===== src/rtl/bcd_seq_converter_pkg.sv =====
// Shared constants, FSM state encoding and the add-3 helper for the
// sequential binary-to-BCD converter.
package bcd_seq_converter_pkg;

  localparam logic [3:0] SIGN_NEG   = 4'd15;
  localparam logic [3:0] SIGN_BLANK = 4'd14;

  typedef enum logic [1:0] {
    ST_IDLE  = 2'd0,
    ST_SHIFT = 2'd1,
    ST_DONE  = 2'd2
  } state_t;

  function automatic logic [3:0] add3(input logic [3:0] d);
    return (d >= 4'd5) ? d + 4'd3 : d;
  endfunction

endpackage


===== src/rtl/bcd_seq_converter_add3_digit.sv =====
// One double-dabble correction cell: a BCD digit of 5 or more gets +3 so
// the following left shift carries correctly into the next decade.
module bcd_add3_digit
  import bcd_seq_converter_pkg::*;
(
  input  logic [3:0] digit_i,
  output logic [3:0] digit_o
);

  assign digit_o = add3(digit_i);

endmodule


===== src/rtl/bcd_seq_converter.sv =====
// Iterative binary-to-BCD converter (shift-and-add-3, one operand bit per
// clock) with a start/busy/valid handshake and held result registers.
module bcd_seq_converter
  import bcd_seq_converter_pkg::*;
#(
  parameter int WIDTH  = 8,
  parameter int DIGITS = 3,
  parameter bit SIGNED = 1'b1
) (
  input  logic                  clk,
  input  logic                  rst,
  input  logic                  start,
  input  logic [WIDTH-1:0]      number,
  output logic                  busy,
  output logic                  valid,
  output logic [3:0]            sign,
  output logic [4*DIGITS-1:0]   bcd
);

  localparam int BCD_W = 4 * DIGITS;
  localparam int CNT_W = (WIDTH > 2) ? $clog2(WIDTH) : 1;

  state_t               state_q;
  logic [CNT_W-1:0]     cnt_q;
  logic [WIDTH-1:0]     mag_q;
  logic [BCD_W-1:0]     digits_q;
  logic                 neg_q;
  logic                 busy_q;
  logic                 valid_q;
  logic [3:0]           sign_q;
  logic [BCD_W-1:0]     bcd_q;

  logic                 number_neg;
  logic [WIDTH-1:0]     number_mag;
  logic [BCD_W-1:0]     corr;
  logic [BCD_W+WIDTH-1:0] shift_d;

  // The most negative operand negates to itself, which read as unsigned is
  // exactly its magnitude, so no extra bit is needed.
  assign number_neg = SIGNED && number[WIDTH-1];
  assign number_mag = number_neg ? -number : number;

  for (genvar k = 0; k < DIGITS; k++) begin : g_digit
    bcd_add3_digit u_add3 (
      .digit_i (digits_q[4*k +: 4]),
      .digit_o (corr[4*k +: 4])
    );
  end

  assign shift_d = {corr, mag_q} << 1;

  always_ff @(posedge clk or posedge rst) begin
    if (rst) begin
      state_q  <= ST_IDLE;
      cnt_q    <= '0;
      mag_q    <= '0;
      digits_q <= '0;
      neg_q    <= 1'b0;
      busy_q   <= 1'b0;
      valid_q  <= 1'b0;
      sign_q   <= SIGN_BLANK;
      bcd_q    <= '0;
    end else begin
      valid_q <= 1'b0;
      case (state_q)
        ST_IDLE: begin
          if (start) begin
            mag_q    <= number_mag;
            neg_q    <= number_neg;
            digits_q <= '0;
            cnt_q    <= CNT_W'(WIDTH - 1);
            busy_q   <= 1'b1;
            state_q  <= ST_SHIFT;
          end
        end
        ST_SHIFT: begin
          digits_q <= shift_d[BCD_W+WIDTH-1:WIDTH];
          mag_q    <= shift_d[WIDTH-1:0];
          if (cnt_q == '0) begin
            state_q <= ST_DONE;
          end else begin
            cnt_q <= cnt_q - CNT_W'(1);
          end
        end
        ST_DONE: begin
          bcd_q   <= digits_q;
          sign_q  <= neg_q ? SIGN_NEG : SIGN_BLANK;
          valid_q <= 1'b1;
          busy_q  <= 1'b0;
          state_q <= ST_IDLE;
        end
        default: begin
          busy_q  <= 1'b0;
          state_q <= ST_IDLE;
        end
      endcase
    end
  end

  assign busy  = busy_q;
  assign valid = valid_q;
  assign sign  = sign_q;
  assign bcd   = bcd_q;

endmodule


===== config.mk =====
export PLATFORM = sky130hd
export DESIGN_NAME = bcd_seq_converter
export DESIGN_NICKNAME = d
export VERILOG_FILES = /design/src/rtl/bcd_seq_converter_pkg.sv /design/src/rtl/bcd_seq_converter_add3_digit.sv /design/src/rtl/bcd_seq_converter.sv
export SDC_FILE = /design/constraint.sdc
export NUM_CORES = 1
export LEC_CHECK = 0
export CAP_MARGIN = 15
export CELL_PAD_IN_SITES_DETAIL_PLACEMENT = 0
export CELL_PAD_IN_SITES_GLOBAL_PLACEMENT = 2
export CORE_MARGIN = 5
export CORE_UTILIZATION = 35
export DETAILED_ROUTE_END_ITERATION = 7
export GPL_TIMING_DRIVEN = 0
export PLACE_DENSITY = 0.84
export REMOVE_ABC_BUFFERS = 1
export SETUP_SLACK_MARGIN = 0.02
export SYNTH_ARGS = -nofsm -noshare
export SYNTH_HDL_FRONTEND = slang
export SYNTH_SLANG_ARGS = --single-unit
export TNS_END_PERCENT = 20

===== constraint.sdc =====
create_clock -name clk -period 2.1 [get_ports clk]
set_input_delay 0.42 -clock clk [delete_from_list [all_inputs] [get_ports clk]]
set_output_delay 0.42 -clock clk [all_outputs]
set_load 0.005 [all_outputs]

==> out/results.ini <==
[sta]
rsz0062_at_grt = no
worst_slew_pin_slew_ns = 0.863
skew_ns = 0.00320
fin_crit_ns = 1.91
max_clock_freq_ghz = 0.523
slew_headroom = 0.424
setup_viol = 0
slew_violations = 0
period_share = 0.910
hold_viol = 0

[power_and_ir_drop]
combPwrFrac = 0.418
power_leakage_nw = 1.10
ir_worst_vdd_mv = 0.426
p_clk_frac = 0.184
swShare = 0.358
pwr-share-seq = 0.397
internal_power_mw = 2.14
p_per_area_nw_per_um2 = 1370
p_sw_mw = 1.19

[final_layout]
final_cells = 294
antennaDiodeCount = 0
nNetsFinal = 239
multi_input_area_um2 = 886
drive_gt1_frac = 0.100
syn_to_final_growth_pct = 17.8
post-route-util = 0.418
fillCellCount = 593
seq_area_um2 = 1030

[route]
drt-wirelength-per-cell_um = 13.5
routed_via_density = 4.88
routed_wl_mm = 3.97
drc = 0
first_iter_violations = 85
firstDrtPassIters = 4
drt.antenna.violating_nets = 0
vias = 1434

[logic_synthesis]
synth_cells = 197
async_flop_share = 1.00
ys.flop_type = dfrtp_1
ys_warn_count = 0
syn_avg_cell_area_um2 = 10.5
syn-cell-area_um2 = 2060
synth-edff-count = 0
synth_cell_type_count = 38
ys_ff_latch = 41
ys_seq_area_frac = 0.497

[critical_path]
cpPeakStageDelay_ns = 0.46
path_buf_inv = 1
worstPathRequired_ns = 2.29
crit_slowest_cell = clkdlybuf4s50_1
crit_fanout = 3
worstRegToRegCells = 3
criticalPathCategory = in2reg
cp-end-kind = flip-flop
cp-endpoint = mag_q[6]
crit_start = number[3]
r2r_end = bcd[11]
path_cells = clkdlybuf4s50_1 > or3_4 > o31a_1 > or4_1 > and3_1
cp_top_family = simple AND/OR/NAND/NOR gates
ff2ff_setup_slack_ns = 0.22
startpoint_type = input pin
r2r-start = state_q[0]
worst_ep_arrival_time_ns = 2.10
worst-path-stages = 5

[clock_tree]
clock_latency_ns = 0.29
clk_pin_slew_worst_paths_ns = 0.08
cts_setup_buffers = 0
htreeDepth = 2
cts_buffer_depth = 2
numCtsBuffers = 5
clock_sinks = 41
cts_tree = done
post_cts_resized = 1
ctsHoldBuffers = 0
root_buffer = clkbuf_8

[global_route]
grt_overflow = 0
grt_pass1_vias = 1440
grt_pass1_wl_mm = 6.91
antenna_found_initial = 0
grt_max_degree = 42
gr-usage-all-layers = 0.117

[die]
io_pins = 29
initial_core_util = 0.355
die_w_um = 86.8
die_h_um = 86.8
rows = 28
core_um2 = 5820
die-area_um2 = 7530

[placed_design]
io_buffers = 25
dp_hpwl_mm = 2.72
place_congestion = 0.769
dp.cells = 287

[worst_hold_path]
hp-class = reg2reg
hold_depth = 2

[run]
maxCapViolCount = 0

[outcome]
status = finished, final reports clean

[routing by layer]
metal  routed length, um  track usage
met4                  69       0.0425
met1                1840        0.154
met2                1860        0.184
met3                 203       0.0333
met5                   0            0
[layout by cell type (no fill, tap or decap), types with 2 or more instances in the layout]
cell type	count
nor2_1	8
mux2_2	10
a21oi_1	6
dfrtp_1	41
o21ai_0	19
nand2_1	18
a22oi_1	4
ha_1	9
nand2b_1	4
o32ai_1	3
xor2_1	3
o211ai_1	2
mux2i_1	3
conb_1	3
inv_1	18
o22ai_1	4
a32o_1	4
xnor2_1	5
clkbuf_8	5
nor3_1	2
nor2b_1	2
clkdlybuf4s50_1	25
o31ai_1	6
[sequential cells by signal, summed over array words and instances, names as in the netlist]
signal,count
sign,1
valid,1
bcd,12
digits_q,12
busy,1
mag_q,8
cnt_q,3
neg_q,1
state_q,2
[power by group through the flow]
stage	clock network (mW)	registers, mW	logic, mW
after floorplan	0	1.29	0.987
after global placement	0	1.34	1.40
after detailed placement	0	1.34	1.42
after CTS	0.639	1.33	1.43
after global routing	0.672	1.37	1.61
final	0.615	1.32	1.39
[cell usage after synthesis (2+ instances only)]
cell type / n / area share
xnor2_1: 5 / 0.021
o21ai_0: 19 / 0.046
a22oi_1: 4 / 0.015
nand2b_1: 4 / 0.012
a21oi_1: 6 / 0.015
o32ai_1: 3 / 0.013
o211ai_1: 2 / 0.0073
inv_1: 19 / 0.035
clkbuf_1: 4 / 0.0073
nor3_1: 2 / 0.0048
nor2b_1: 2 / 0.0061
a32o_1: 4 / 0.019
xor2_1: 3 / 0.013
mux2i_1: 3 / 0.015
o22ai_1: 4 / 0.012
nand2_1: 18 / 0.033
nor2_1: 8 / 0.015
buf_4: 3 / 0.011
ha_1: 9 / 0.055
buf_6: 2 / 0.011
clkbuf_8: 2 / 0.013
mux2_2: 10 / 0.055
dfrtp_1: 41 / 0.50
o31ai_1: 6 / 0.022
[how the worst min path moves through the flow]
stage	start	to	slack, ns
floorplan	mag_q[3]	mag_q[3]	0.44
global placement	bcd[5]	bcd[5]	0.46
detailed placement	mag_q[7]	digits_q[0]	0.47
CTS	mag_q[7]	digits_q[0]	0.48
global route	bcd[1]	bcd[1]	0.51
finish	bcd[8]	bcd[8]	0.48
[final cells by class]
cell class | instances | share of cell area
clock inverters | 2 | 0.0144
well taps | 75 | 0.0386
clock buffers | 5 | 0.0283
multi-input cells | 127 | 0.364
inverters | 19 | 0.0293
flip-flops and latches | 41 | 0.422
repair buffers | 25 | 0.103
[kinds of logic after synthesis]
group / synth area share
xor gates and xnor gates: 0.0339
and+or+nand+nor: 0.0927
AOI/OAI and AO/OA: 0.172
other: 0.00182
adders and majority gates: 0.0545
muxes: 0.0691
buffers and inverters: 0.0794
DFF: 0.497
[worst register-to-register path: cells and delay by family, from the launching register on]
| kind | cells | cell delay [ns] |
|---|---|---|
| flip-flops | 1 | 0.62 |
| AND/OR/NAND/NOR | 1 | 0.55 |
| multiplexers | 1 | 0.42 |
| buffers and inverters | 1 | 0.18 |
[through the flow]
stage	cell area [um2]	power (mW)	hold slack (ns)	setup TNS (ns)	worst slack, ns
final	2430	3.33	0.479	0	0.189
after global routing	2430	3.66	0.515	0	0.0579
after CTS	2430	3.40	0.483	0	0.154
after detailed placement	2320	2.76	0.465	-0.990	-0.325
after global placement	2320	2.73	0.460	-8.57	-0.334
after floorplan	1980	2.28	0.444	0	0.427
Power figures use the tool's default switching activity.
